## config.mk

```make
export PLATFORM = sky130hd
export DESIGN_NAME = func_sweep_ctrl
export DESIGN_NICKNAME = d
export VERILOG_FILES = /design/src/rtl/func_sweep_ctrl.sv
export SDC_FILE = /design/constraint.sdc
export NUM_CORES = 1
export LEC_CHECK = 0
export BUFFER_PORTS_ARGS = -buffer_cell sky130_fd_sc_hd__clkbuf_2
export CORE_ASPECT_RATIO = 0.8
export CORE_MARGIN = 3
export CORE_UTILIZATION = 45
export CTS_CLUSTER_DIAMETER = 40
export DETAILED_ROUTE_END_ITERATION = 8
export PLACE_DENSITY = 0.68
export SYNTH_ARGS = -nofsm -noshare
export SYNTH_HDL_FRONTEND = slang
export SYNTH_SLANG_ARGS = --single-unit
```

## constraint.sdc

```tcl
create_clock -name clk -period 4.3 [get_ports clk]
set_input_delay 0.215 -clock clk [delete_from_list [all_inputs] [get_ports clk]]
set_output_delay 0.215 -clock clk [all_outputs]
set_load 0.02 [all_outputs]
```

## src/rtl/func_sweep_ctrl.sv

```systemverilog
// func_sweep_ctrl: sweeps a 4-input function block through all vectors, captures truth tables and counts mismatches
module func_sweep_ctrl #(
  parameter int SETTLE = 1
) (
  input  logic        clk,
  input  logic        reset_b,
  input  logic        start,
  input  logic        abort,
  input  logic [15:0] exp1,
  input  logic [15:0] exp2,
  input  logic        f1,
  input  logic        f2,
  output logic        a,
  output logic        b,
  output logic        c,
  output logic        d,
  output logic        busy,
  output logic        done,
  output logic [15:0] tt1,
  output logic [15:0] tt2,
  output logic [5:0]  err_cnt,
  output logic        pass
);
  typedef enum logic [1:0] {S_IDLE, S_SETTLE, S_SAMPLE, S_DONE} state_t;
  localparam logic [3:0] SET = 4'(SETTLE);
  state_t state;
  logic [3:0] vec, cnt;
  logic [15:0] exp1_l, exp2_l;
  logic [5:0] err_nxt;
  assign {a, b, c, d} = vec;
  assign err_nxt = err_cnt + 6'(f1 != exp1_l[vec]) + 6'(f2 != exp2_l[vec]);
  always_ff @(posedge clk or negedge reset_b) begin
    if (!reset_b) begin
      state   <= S_IDLE;
      vec     <= '0;
      cnt     <= '0;
      exp1_l  <= '0;
      exp2_l  <= '0;
      tt1     <= '0;
      tt2     <= '0;
      err_cnt <= '0;
      pass    <= 1'b0;
      busy    <= 1'b0;
      done    <= 1'b0;
    end else if (abort) begin
      done <= 1'b0;
      if (state != S_IDLE) begin
        state <= S_IDLE;
        busy  <= 1'b0;
        pass  <= 1'b0;
      end
    end else begin
      case (state)
        S_IDLE: if (start) begin
          vec     <= '0;
          cnt     <= SET;
          exp1_l  <= exp1;
          exp2_l  <= exp2;
          tt1     <= '0;
          tt2     <= '0;
          err_cnt <= '0;
          pass    <= 1'b0;
          busy    <= 1'b1;
          state   <= S_SETTLE;
        end
        S_SETTLE: if (cnt == '0) state <= S_SAMPLE; else cnt <= cnt - 4'd1;
        S_SAMPLE: begin
          tt1[vec] <= f1;
          tt2[vec] <= f2;
          err_cnt  <= err_nxt;
          // pass is resolved from the final count here so it is already valid while done is high
          if (vec == 4'd15) begin
            busy  <= 1'b0;
            done  <= 1'b1;
            pass  <= (err_nxt == '0);
            state <= S_DONE;
          end else begin
            vec   <= vec + 4'd1;
            cnt   <= SET;
            state <= S_SETTLE;
          end
        end
        default: begin
          done  <= 1'b0;
          state <= S_IDLE;
        end
      endcase
    end
  end
endmodule

```

==> impl_metrics.prom <==
# TYPE chip_impl_metric gauge
chip_impl_metric{name="cts.htree.levels",unit=""} 3
chip_impl_metric{name="place.detailed.hpwl",unit="µm"} 6205
chip_impl_metric{name="synth_edf_count",unit=""} 0
chip_impl_metric{name="slew_headroom",unit="%"} 24.76
chip_impl_metric{name="drt_drc_violations_left",unit=""} 0
chip_impl_metric{name="synthCells",unit=""} 381
chip_impl_metric{name="synth.cell_area",unit="µm²"} 3915
chip_impl_metric{name="post_cts_setup_buffers",unit=""} 0
chip_impl_metric{name="initial_core_util",unit="%"} 47.74
chip_impl_metric{name="final_core_util",unit="%"} 56.13
chip_impl_metric{name="area.growth.synth_to_final",unit="%"} 17.58
chip_impl_metric{name="worst-endpoint-required",unit="ns"} 4.55
chip_impl_metric{name="cap_viol_max_count",unit=""} 0
chip_impl_metric{name="max_clock_freq",unit="MHz"} 293.7
chip_impl_metric{name="finalClockSkew",unit="ns"} 0.008430
chip_impl_metric{name="design.die.area",unit="µm²"} 9862
chip_impl_metric{name="syn-num-nets",unit=""} 426
chip_impl_info{name="netlist.top_cell.by_area",value="dfrtp_1"} 1
chip_impl_info{name="setup.worst_path.start",value="vec[0]$_DFFE_PN0P_"} 1
chip_impl_metric{name="core_area",unit="µm²"} 8200
chip_impl_metric{name="cts.reportedPaths.clkPinSlew",unit="ns"} 0.09
chip_impl_metric{name="yosys_warnings",unit=""} 0
chip_impl_metric{name="post_route_minimum_period",unit="ns"} 3.405
chip_impl_metric{name="hold_viol",unit=""} 0
chip_impl_info{name="grt_setup_unrepaired",value="no"} 1
chip_impl_metric{name="first_global_vias",unit=""} 2970
chip_impl_metric{name="port_buffers",unit=""} 82
chip_impl_metric{name="critPathArrivalTime",unit="ns"} 3.65
chip_impl_metric{name="gr-usage-all-layers",unit="%"} 19.08
chip_impl_metric{name="drive_gt1_share",unit="%"} 23.43
chip_impl_metric{name="cts_hold_buffers",unit=""} 0
chip_impl_metric{name="layout.nets",unit=""} 501
chip_impl_metric{name="met3_length",unit="µm"} 611
chip_impl_metric{name="grt_pass1_wl",unit="µm"} 14460
chip_impl_info{name="worst-setup-path-type",value="reg2reg"} 1
chip_impl_metric{name="met2WireLength",unit="µm"} 4113
chip_impl_metric{name="met1Wirelength",unit="µm"} 4170
chip_impl_metric{name="firstDrtPassIters",unit=""} 4
chip_impl_info{name="synth_ff_type",value="dfrtp_1"} 1
chip_impl_metric{name="r2r.worst_path.cells",unit=""} 10
chip_impl_metric{name="power.density_cell_area",unit="nW/µm²"} 501.1
chip_impl_metric{name="clock_insertion_delay_worst_skew",unit="ns"} 0.35
chip_impl_metric{name="routed-via-count",unit=""} 2989
chip_impl_metric{name="worst_pin_slew",unit="ns"} 1.113
chip_impl_metric{name="synthArstFlopShare",unit="%"} 100.0
chip_impl_metric{name="core.rowCount",unit=""} 29
chip_impl_metric{name="peak_supply_drop",unit="mV"} 0.2383
chip_impl_metric{name="synth_largest_type_area_fraction",unit="%"} 53.05
chip_impl_metric{name="slack_of_the_worst_reg_to_reg_path",unit="ns"} 0.90
chip_impl_info{name="end_kind",value="flip-flop"} 1
chip_impl_metric{name="detail-route-antenna-nets",unit=""} 0
chip_impl_info{name="synth.top_cells.by_area",value="dfrtp_1, nand2_1, mux2i_1, mux4_1, a32o_1"} 1
chip_impl_metric{name="avgRoutedWirePerCell",unit="µm"} 15.68
chip_impl_metric{name="via_cell_ratio",unit=""} 5.253
chip_impl_metric{name="critical_path_peak_fanout",unit=""} 13
chip_impl_metric{name="grt_overflow",unit=""} 0
chip_impl_metric{name="post_route_standard_cell_area_excluding_fillers",unit="µm²"} 4603
chip_impl_metric{name="synth-seq-area-share",unit="%"} 53.05
chip_impl_metric{name="timing.setup.tns",unit="ns"} 0
chip_impl_metric{name="drv_slew",unit=""} 0
chip_impl_metric{name="antenna_found_initial",unit=""} 0
chip_impl_metric{name="floorplan.die.height",unit="µm"} 89.43
chip_impl_info{name="launch_instance_of_the_worst_register_to_register_path",value="vec[0]$_DFFE_PN0P_"} 1
chip_impl_metric{name="detailed_place.area",unit="µm²"} 4387
chip_impl_metric{name="flop_and_latch_count_out_of_synthesis",unit=""} 83
chip_impl_metric{name="postCtsResizedCells",unit=""} 0
chip_impl_info{name="holdCritPathClass",value="in2async"} 1
chip_impl_metric{name="globalplace.congestion",unit=""} 0.7535
chip_impl_metric{name="post_synth_num_cell_types",unit=""} 48
chip_impl_info{name="root_buffer",value="clkbuf_8"} 1
chip_impl_metric{name="totalWireLength",unit="µm"} 8921
chip_impl_info{name="topRoutingLayerUsed",value="met4"} 1
chip_impl_metric{name="synthesis.area_per_instance",unit="µm²"} 10.28
chip_impl_info{name="tritoncts",value="done"} 1
chip_impl_metric{name="floorplan.die.width",unit="µm"} 110.3
chip_impl_metric{name="deepest_clock_path_buffer_count",unit=""} 2
chip_impl_metric{name="final.fill_count",unit=""} 756
chip_impl_metric{name="antenna_cells",unit=""} 0
chip_impl_info{name="outcome",value="complete, no violations"} 1
chip_impl_metric{name="tritoncts.num_buffers",unit=""} 9
chip_impl_metric{name="initialDrtViolationCount",unit=""} 99
chip_impl_metric{name="grt_start_max_net_pins",unit=""} 84
chip_impl_info{name="worst_r2r_endpoint",value="pass$_DFFE_PN0P_"} 1
chip_impl_info{name="setup.worst_path.end",value="pass$_DFFE_PN0P_"} 1
chip_impl_metric{name="i_o_pins",unit=""} 83
chip_impl_metric{name="setup_violations",unit=""} 0
chip_impl_metric{name="min_period_over_period",unit="%"} 79.19
chip_impl_metric{name="tritoncts_num_sinks",unit=""} 83
chip_impl_info{name="category_of_the_worst_setup_path_launch_point",value="flip-flop"} 1
chip_impl_metric{name="total_leakage_power",unit="µW"} 0.002409
-- flip-flops by register name, indices dropped and copies added, names as in the netlist, 2 cells and up --
signal   flops
tt2         16
cnt          4
err_cnt      6
tt1         16
vec          4
state        2
exp2_l      16
exp1_l      16
-- layout make-up --
| type | count | area (µm²) | area share (%) |
|---|---|---|---|
| Sequential cell | 83 | 2077 | 45.12 |
| Multi-Input combinational cell | 269 | 1713 | 37.21 |
| Timing Repair Buffer | 84 | 427.9 | 9.296 |
| Tap cell | 108 | 135.1 | 2.936 |
| Clock buffer | 10 | 127.6 | 2.772 |
| Clock inverter | 6 | 88.84 | 1.930 |
| Inverter | 9 | 33.78 | 0.7339 |
-- report_power, final --
group	internal [µW]	switching, µW
clock	328	277
sequential	948	141
combinational	278	335
-- logic make-up (layout without fill, tap and decap cells) --
family                   count (synthesis)  in the layout  share of synthesized area (%)
AO/OA/AOI/OAI                           44             44                          8.438
XOR/XNOR                                 2              2                         0.4475
multiplexers                            32             32                          11.98
adder cells (fa/ha/maj)                  7              7                          2.429
flip-flops                              83             83                          53.05
AND/OR/NAND/NOR                        184            184                          20.45
buffers and inverters                   29            109                          3.196
-- through the flow --
step / setup WS [ns] / total power [µW] / instances / hold WS, ns
2_1_floorplan: 1.217 / 1530 / 381 / -0.08059
3_3_place_gp: 1.003 / 1696 / 553 / 0.4052
3_5_place_dp: 0.9274 / 1724 / 553 / 0.4077
4_1_cts: 0.8645 / 2331 / 569 / 0.03569
5_1_grt: 0.7053 / 2455 / 569 / 0.04017
6_report: 0.8950 / 2307 / 569 / 0.04710
-- cells in the mapped netlist (2+ instances only) --
| library cell | count |
|---|---|
| nand2_1 | 140 |
| dfrtp_1 | 83 |
| mux2i_1 | 21 |
| a32o_1 | 12 |
| clkbuf_1 | 10 |
| nor3_1 | 10 |
| o21ai_0 | 10 |
| inv_1 | 9 |
| buf_2 | 7 |
| nand3_1 | 7 |
| ha_1 | 6 |
| mux4_1 | 6 |
| a21oi_1 | 5 |
| mux4_2 | 4 |
| nor2_1 | 4 |
| a21o_1 | 3 |
| nand2b_1 | 3 |
| nor2b_1 | 3 |
| a22o_1 | 2 |
| buf_1 | 2 |
| nand3b_1 | 2 |
| nand4_1 | 2 |
| o22ai_1 | 2 |
| o41ai_1 | 2 |
| or3_1 | 2 |
| xnor2_1 | 2 |
-- worst min path at each step --
stage	start	end	slack [ns]
floorplan	reset_b	busy$_DFFE_PN0P_	-0.08
finish	reset_b	tt1[10]$_DFFE_PN0P_	0.05
CTS	exp2[15]	exp2_l[15]$_DFFE_PN0P_	0.04
global placement	exp1[0]	exp1_l[0]$_DFFE_PN0P_	0.41
global route	exp2[15]	exp2_l[15]$_DFFE_PN0P_	0.04
detailed placement	exp2[15]	exp2_l[15]$_DFFE_PN0P_	0.41
-- placed cells by master (no fill, tap or decap), types with 7 or more instances in the layout --
cell	n
nand2_1	140
inv_1	9
clkbuf_2	81
o21ai_0	10
dfrtp_1	83
nand3_1	7
clkbuf_8	9
mux2i_1	21
nor3_1	10
a32o_1	12
-- worst max-delay path, cell delays in order (launching register included) --
cell,delay (ns)
dfrtp_1,0.69
mux4_1,0.63
mux4_2,0.49
xnor2_1,0.25
fa_1,0.28
inv_1,0.06
ha_1,0.24
or2_2,0.28
o21ai_0,0.08
a2bb2oi_1,0.09
o41ai_1,0.22
-- per-layer routing --
metal  global-route usage (%)  up-vias
met5                        0        -
met4                    4.139        0
met3                    5.776        2
met2                    29.57       98
met1                    26.79     1421
li1                         -     1468
Power figures use the tool's default switching activity.
